## src/rtl/shift_tick_pkg.sv

```systemverilog
// shift_tick_pkg: shared state encoding, default widths and rate-select lookup
// for the LED rotation strobe generator.
package shift_tick_pkg;

    typedef enum logic {ST_IDLE = 1'b0, ST_RUN = 1'b1} state_e;

    localparam int NB_SEL_DEF     = 2;
    localparam int NB_COUNTER_DEF = 32;

    // Limits are 64 bits wide so a period of exactly 2**NB_COUNTER can be expressed.
    function automatic logic [63:0] sel_to_limit(input logic [1:0] sel, input logic [63:0] l0,
                                                 input logic [63:0] l1, input logic [63:0] l2,
                                                 input logic [63:0] l3);
        return sel == 2'd0 ? l0 : sel == 2'd1 ? l1 : sel == 2'd2 ? l2 : l3;
    endfunction

endpackage

```

## src/rtl/edge_rise.sv

```systemverilog
// edge_rise: registered 1-bit rising-edge detector with async reset,
// reusable for any synchronous button input.
module edge_rise (
    input  logic clk_i,
    input  logic rst_i,
    input  logic d_i,
    output logic rise_o
);

    logic d_q;

    always_ff @(posedge clk_i or posedge rst_i) begin
        if (rst_i) d_q <= 1'b0;
        else       d_q <= d_i;
    end

    assign rise_o = d_i & ~d_q;

endmodule

```

## src/rtl/shift_tick_gen.sv

```systemverilog
// shift_tick_gen: advance strobe for the LED rotation shift register, either
// from a switch-selected prescaler (continuous) or one pulse per step press (idle).
module shift_tick_gen
    import shift_tick_pkg::*;
#(
    parameter int          NB_COUNTER = NB_COUNTER_DEF,
    parameter int          NB_SEL     = NB_SEL_DEF,
    parameter logic [63:0] LIMIT_R0   = 64'd1 << 20,
    parameter logic [63:0] LIMIT_R1   = 64'd1 << 22,
    parameter logic [63:0] LIMIT_R2   = 64'd1 << 24,
    parameter logic [63:0] LIMIT_R3   = 64'd1 << 26
) (
    input  logic              clock,
    input  logic              i_reset,
    input  logic              i_enable,
    input  logic [NB_SEL-1:0] i_sel,
    input  logic              i_step,
    output logic              o_valid,
    output logic              o_running
);

    state_e                  state_q, state_d;
    logic [NB_COUNTER-1:0]   cnt_q, cnt_d;
    logic [NB_SEL-1:0]       sel_q;
    logic                    valid_q, valid_d;
    logic                    step_rise;
    logic [NB_COUNTER-1:0]   lim_m1;

    edge_rise u_step_edge (
        .clk_i  (clock),
        .rst_i  (i_reset),
        .d_i    (i_step),
        .rise_o (step_rise)
    );

    // Truncation to NB_COUNTER bits makes a 2**NB_COUNTER period wrap to all-ones.
    assign lim_m1 = NB_COUNTER'(sel_to_limit(2'(sel_q), LIMIT_R0, LIMIT_R1, LIMIT_R2, LIMIT_R3)
                                - 64'd1);

    always_comb begin
        state_d = state_q;
        cnt_d   = cnt_q;
        valid_d = 1'b0;
        if (state_q == ST_IDLE) begin
            if (i_enable) begin
                state_d = ST_RUN;
                cnt_d   = '0;
            end else begin
                valid_d = step_rise;
            end
        end else if (!i_enable) begin
            state_d = ST_IDLE;
            cnt_d   = '0;
        end else if (i_sel != sel_q) begin
            cnt_d   = '0;
        end else if (cnt_q == lim_m1) begin
            cnt_d   = '0;
            valid_d = 1'b1;
        end else begin
            cnt_d   = cnt_q + NB_COUNTER'(1);
        end
    end

    always_ff @(posedge clock or posedge i_reset) begin
        if (i_reset) begin
            state_q <= ST_IDLE;
            cnt_q   <= '0;
            sel_q   <= '0;
            valid_q <= 1'b0;
        end else begin
            state_q <= state_d;
            cnt_q   <= cnt_d;
            sel_q   <= i_sel;
            valid_q <= valid_d;
        end
    end

    assign o_valid   = valid_q;
    assign o_running = (state_q == ST_RUN);

endmodule

```

## config.mk

```make
export PLATFORM = sky130hd
export DESIGN_NAME = shift_tick_gen
export DESIGN_NICKNAME = d
export VERILOG_FILES = /design/src/rtl/shift_tick_pkg.sv /design/src/rtl/edge_rise.sv /design/src/rtl/shift_tick_gen.sv
export SDC_FILE = /design/constraint.sdc
export NUM_CORES = 1
export LEC_CHECK = 0
export ABC_AREA = 1
export CORE_ASPECT_RATIO = 2
export CORE_MARGIN = 2
export CORE_UTILIZATION = 58
export DETAILED_ROUTE_END_ITERATION = 10
export GPL_ROUTABILITY_DRIVEN = 0
export HOLD_SLACK_MARGIN = 0.12
export PLACE_DENSITY_LB_ADDON = 0.08
export SYNTH_ARGS = -nofsm -noshare
export SYNTH_HDL_FRONTEND = slang
export SYNTH_SLANG_ARGS = --single-unit
```

## constraint.sdc

```tcl
create_clock -name clock -period 2.25 [get_ports clock]
set_clock_uncertainty 0.2 [all_clocks]
set_input_delay 0.225 -clock clock [delete_from_list [all_inputs] [get_ports clock]]
set_output_delay 0.225 -clock clock [all_outputs]
set_load 0.005 [all_outputs]
```

==> results of run 1 <==
[layout make-up]
cell class                      count  area (um2)
Timing Repair Buffer               10        92.6
Sequential cell                    37         926
Inverter                           39         146
Fill cell                         398        1460
Clock inverter                      2        37.5
Multi-Input combinational cell    285        1480
Clock buffer                        6        82.6
Tap cell                           54        67.6
[cells in the mapped netlist (all sizes together)]
master and number:
o211ai 1, o21ai 23, nand3 11, dfrtp 37, xor2 13, nand4 15
buf 3, xnor2 9, a21oi 1, clkbuf 3, nor2 62, nand2 143
inv 39, ha 2, nor3 2, nand3b 2
[power by group]
part | total, uW | switching [uW] | internal (uW)
Sequential | 675 | 5.18 | 670
Combinational | 79.1 | 53.8 | 25.3
Clock | 615 | 254 | 361
Total | 1370 | 313 | 1060
[final timing paths]
path / to / slack [ns] / cells past startpoint
setup / recovery: cnt_q[21] / 0.17 / 10
hold / removal: cnt_q[3] / 0.15 / 3
setup reg to reg: cnt_q[21] / 0.17 / 10
hold reg to reg: cnt_q[31] / 0.32 / 2
max in group asynchronous: cnt_q[30] / 1.36 / 3
min in group clock: u_step_edge.d_q / 0.21 / 1
[cells by family (layout without fill, tap and decap cells)]
logic type	Yosys count	count (layout)	synth area share, %
buffers and inverters	45	57	7.85
XOR/XNOR	22	22	7.46
flip-flops	37	37	35.9
AO/OA/AOI/OAI	25	25	7.85
AND/OR/NAND/NOR	235	236	40.0
adder cells (fa/ha/maj)	2	2	0.969
[per-stage QoR]
stage,instances,cell area (um2),hold WS (ns),power (uW),worst slack (ns)
after detailed placement,424,2690,0.297,766,0.0955
after CTS,432,2810,0.160,1380,0.109
final,433,2830,0.150,1370,0.170
after global routing,433,2830,0.201,1410,0.0109
after floorplan,366,2580,0.0564,740,0.340
after global placement,424,2690,0.291,763,0.215
[registers in the layout, indices dropped and copies added (netlist names)]
name and cells:
cnt_q 32, o_running 1, o_valid 1, u_step_edge.d_q 1
sel_q 2
[critical path, stage by stage (launching register included)]
cell     delay [ns]
dfrtp_1        0.41
inv_1          0.11
nand2_1        0.09
ha_1           0.31
nor2_1         0.05
nor2_1         0.13
nand3_2        0.10
nor2_4         0.14
nand2_4        0.15
nand2_8        0.18
o21ai_1        0.10
[metal layers]
layer	GRT usage, %	vias to the layer above	routed length (um)	share of wire [%]
li1	-	1166	-	-
met1	28.1	1079	2330	38
met2	51.0	70	3360	54
met3	3.21	26	175	2.8
met4	18.3	0	323	5.2
met5	0	-	0	0
==> results.json, run 1 <==
{
  "most_frequent_cells_in_the_layout": "140 x nand2_1, 52 x nor2_1, 37 x dfrtp_1, 32 x inv_1, 20 x o21ai_2",
  "synth_warnings": 0,
  "start_util_pct": 60.1,
  "tightestPinTransition_ns": 0.558,
  "post-route-drc-count": 0,
  "power-per-cell-area_nw_per_um2": 483,
  "tcrit_tclk_final_pct": 92.4,
  "cts_resized": 0,
  "synthesis.area_um2": 2580,
  "clk_path_buf_depth": 2,
  "area_growth_pct": 9.74,
  "slew-limit-headroom_pct": 62.7,
  "grt_pass1_wl_um": 10600,
  "wire_per_inst_um": 14.3,
  "viasPerCell": 5.41,
  "r2r-start": "sel_q[1]",
  "status": "finished clean",
  "antenna-diode-count": 0,
  "final_common_cell": "nand2_1",
  "synth_largest_type_area_fraction_pct": 35.9,
  "synthTopCellsByArea": "dfrtp_1 36%, nand2_1 20%, nor2_1 7.7%",
  "overflow": 0,
  "start_kind": "flip-flop",
  "worst-endpoint-arrival_ns": 2.06,
  "h_tree_lvl_count": 2,
  "cts_hold_buffers": 0,
  "first_global_vias": 2465,
  "vdd_drop_max_mv": 0.571,
  "cts_inserted_buffers": 5,
  "final_worst_path_period_need_ns": 2.08,
  "boundaryPins": 8,
  "wirelength_um": 6190,
  "drt-initial-drc-count": 60,
  "grt_start_max_net_pins": 38,
  "number_of_standard_cells_after_synthesis": 366,
  "synth_cell_types": 26,
  "timing.critical_path.to_type": "flip-flop",
  "cts-root-buf": "clkbuf_8",
  "postSynthAreaPerCell_um2": 7.06,
  "final_util_pct": 66.0,
  "critical_path.startpoint": "sel_q[1]",
  "hpwl_um": 4590,
  "cts_sinks": 37,
  "power.static_leakage_uw": 0.00126,
  "min-delay-path-class": "in -> async",
  "critPathRequiredTime_ns": 2.23,
  "postRouteAntennaNets": 0,
  "clk_pin_slew_ns": 0.08,
  "ys_seq_area_share_pct": 35.9,
  "hold_viol_final": 0,
  "worst_setup_path_type": "reg -> reg",
  "core.rowCount": 34,
  "design.die.area_um2": 5030,
  "worst_skew_late_latency_ns": 0.30,
  "syn_nets": 374,
  "port_buffers": 7,
  "grt_setup_unrepaired": "no",
  "synth_seq_cells": 37,
  "setup_tns_ns": 0,
  "die_y_um": 98.4,
  "post-cts-setup-buffers": 0,
  "die_width_um": 51.2,
  "path_max_fanout": 12,
  "post_route_cells_drive_above_1_share_pct": 14.2,
  "cts_tree": "yes",
  "grtUsageTotal_pct": 27.9,
  "dr_total_vias": 2341,
  "timing.max_cap.violations": 0,
  "timing.final.setup_violations": 0,
  "detailedRoute.firstPassIterationCount": 4,
  "clock.fmax_mhz": 481,
  "fp.coreArea_um2": 4300,
  "final_nets": 386,
  "yosys.area.top_type": "dfrtp_1",
  "initial_antenna_violation_count": 0,
  "slew_viol_final": 0
}
Note: power is estimated with default switching activity, not from simulation.
==> inputs of run 2 (changes only) <==
==> constraint.sdc (replaced) <==
create_clock -name clock -period 2.6 [get_ports clock]
set_clock_uncertainty 0.2 [all_clocks]
set_input_delay 0.26 -clock clock [delete_from_list [all_inputs] [get_ports clock]]
set_output_delay 0.26 -clock clock [all_outputs]
set_load 0.005 [all_outputs]
==> run 2 against run 1 <==
Utilization down 1.6 points. Die area unchanged. Critical path type unchanged. Via count down 3.0%. Total power down 24%. Register-to-register slack better by 0.31 ns. Sequential share of layout area up 0.83 points. Final area down 2.5%. Highest routed layer unchanged. Maximum frequency down 2.1%.
==> results.json, run 2 (same netlist as run 1, synthesis figures left out) <==
{
  "final_common_cell": "nand2_1",
  "timing.max_cap.violations": 0,
  "worst_hold_slack_ns": 0.181,
  "setup_tns_ns": 0,
  "start_kind": "flip-flop",
  "area_growth_pct": 7.03,
  "status": "finished clean",
  "design.die.area_um2": 5030,
  "largest-register": "cnt_q",
  "clk_path_buf_depth": 2,
  "cts_hold_buffers": 0,
  "clk_pin_slew_ns": 0.07,
  "crit_chain": "inv_1 -> nand2_1 -> ha_1 -> nand2_1 -> inv_1 -> nor2_1 -> nand2_1 -> nor2_2 -> nand2_4 -> nand2_8 -> o21ai_1",
  "grt_setup_unrepaired": "no",
  "cts_tree": "yes",
  "largest_reg_flops": 32,
  "final_worst_path_period_need_ns": 2.12,
  "wire_per_inst_um": 13.8,
  "postRouteAntennaNets": 0,
  "power.static_leakage_uw": 0.00124,
  "path_delay_family": "simple AND/OR/NAND/NOR gates",
  "drt-initial-drc-count": 48,
  "worst_setup_path_type": "reg -> reg",
  "dr_total_vias": 2271,
  "timing.reg2reg.setup_slack_ns": 0.48,
  "timing.critical_path.slowest_stage_cell": "dfrtp_1",
  "hold_viol_final": 0,
  "cts_sinks": 37,
  "layout.filler_cells": 403,
  "wirelength_um": 5950,
  "critPathRequiredTime_ns": 2.58,
  "cts_inserted_buffers": 5,
  "initial_antenna_violation_count": 0,
  "most_frequent_cells_in_the_layout": "140 x nand2_1, 52 x nor2_1, 37 x dfrtp_1, 32 x inv_1, 20 x o21ai_2",
  "first_global_vias": 2423,
  "critical_path.n_buffers_inverters": 2,
  "post-cts-setup-buffers": 0,
  "timing.critical_path.to_type": "flip-flop",
  "p_total_uw": 1040,
  "timing.final.setup_violations": 0,
  "reg_top3": "cnt_q: 32 flops, sel_q: 2 flops",
  "worst-endpoint-arrival_ns": 2.10,
  "start_util_pct": 60.1,
  "tcrit_tclk_final_pct": 81.7,
  "power-per-cell-area_nw_per_um2": 377,
  "grtUsageTotal_pct": 28.2,
  "slew_viol_final": 0,
  "clock.fmax_mhz": 471,
  "hpwl_um": 4470,
  "regArea_um2": 926,
  "overflow": 0,
  "worst_path_most_repeated_cell": "nand2_1",
  "core.rowCount": 34,
  "final_nets": 384,
  "port_buffers": 7,
  "cts-root-buf": "clkbuf_8",
  "min-delay-path-class": "in -> async",
  "h_tree_lvl_count": 2,
  "boundaryPins": 8,
  "detailedRoute.firstPassIterationCount": 4,
  "die_y_um": 98.4,
  "slew-limit-headroom_pct": 58.3,
  "path_max_fanout": 23,
  "tightestPinTransition_ns": 0.624,
  "vdd_drop_max_mv": 0.435,
  "worst_skew_late_latency_ns": 0.29,
  "viasPerCell": 5.27,
  "post-route-drc-count": 0,
  "grt_pass1_wl_um": 10800,
  "multi_input_gate_area_in_the_final_layout_um2": 1460,
  "antenna-diode-count": 0,
  "cts_resized": 0,
  "post_route_cells_drive_above_1_share_pct": 13.5,
  "fp.coreArea_um2": 4300,
  "die_width_um": 51.2,
  "crit_path_max_incr_delay_ns": 0.41,
  "grt_start_max_net_pins": 38
}
run 2: cell types whose count changed in the layout (fill, tap and decap cells not counted), sizes merged:
cell      previous run  this run
buf                  3         2
bufinv               1         0
clkinv               0         2
clkinvlp             1         0
nand2              144       143
run 2: layer usage:
layer / vias to the layer above / share of wire [%] / GRT usage [%]
met5: - / 0 / 0
met4: 0 / 4.1 / 14.6
met3: 20 / 2.2 / 4.13
met2: 43 / 54 / 50.9
met1: 1050 / 40 / 30.3
li1: 1158 / - / -
run 2: area by class of cell:
cell class / instances / share of cell area (%)
Timing Repair Buffer: 9 / 3.08
Clock buffer: 6 / 2.63
Tap cell: 54 / 2.44
Multi-Input combinational cell: 284 / 52.7
Inverter: 39 / 5.30
Clock inverter: 2 / 0.362
Sequential cell: 37 / 33.5
run 2: path summary, 6_finish.rpt:
path | start | end | cells past startpoint
setup reg to reg | sel_q[1] | cnt_q[20] | 11
setup / recovery | sel_q[1] | cnt_q[20] | 11
min in group clock | i_step | u_step_edge.d_q | 1
hold / removal | i_reset | cnt_q[4] | 3
hold reg to reg | u_step_edge.d_q | o_valid | 2
max in group asynchronous | i_reset | cnt_q[27] | 3
run 2: worst min-delay path, cell delays in order:
cell             delay [ns]
clkdlybuf4s50_1        0.39
inv_1                  0.05
buf_4                  0.41
run 2: report_power, final:
part | switching, uW | internal, uW
clock network | 208 | 186
logic | 43.8 | 20.4
registers | 4.46 | 580
run 2: per-stage QoR:
stage                     cells  setup WS, ns  area [um2]  utilization, %
after floorplan             366         0.690        2580               -
after global placement      423         0.485        2680            62.4
after detailed placement    423         0.420        2680            62.4
after CTS                   431         0.449        2760            64.3
after global routing        431         0.295        2760            64.3
final                       431         0.476        2760            64.3
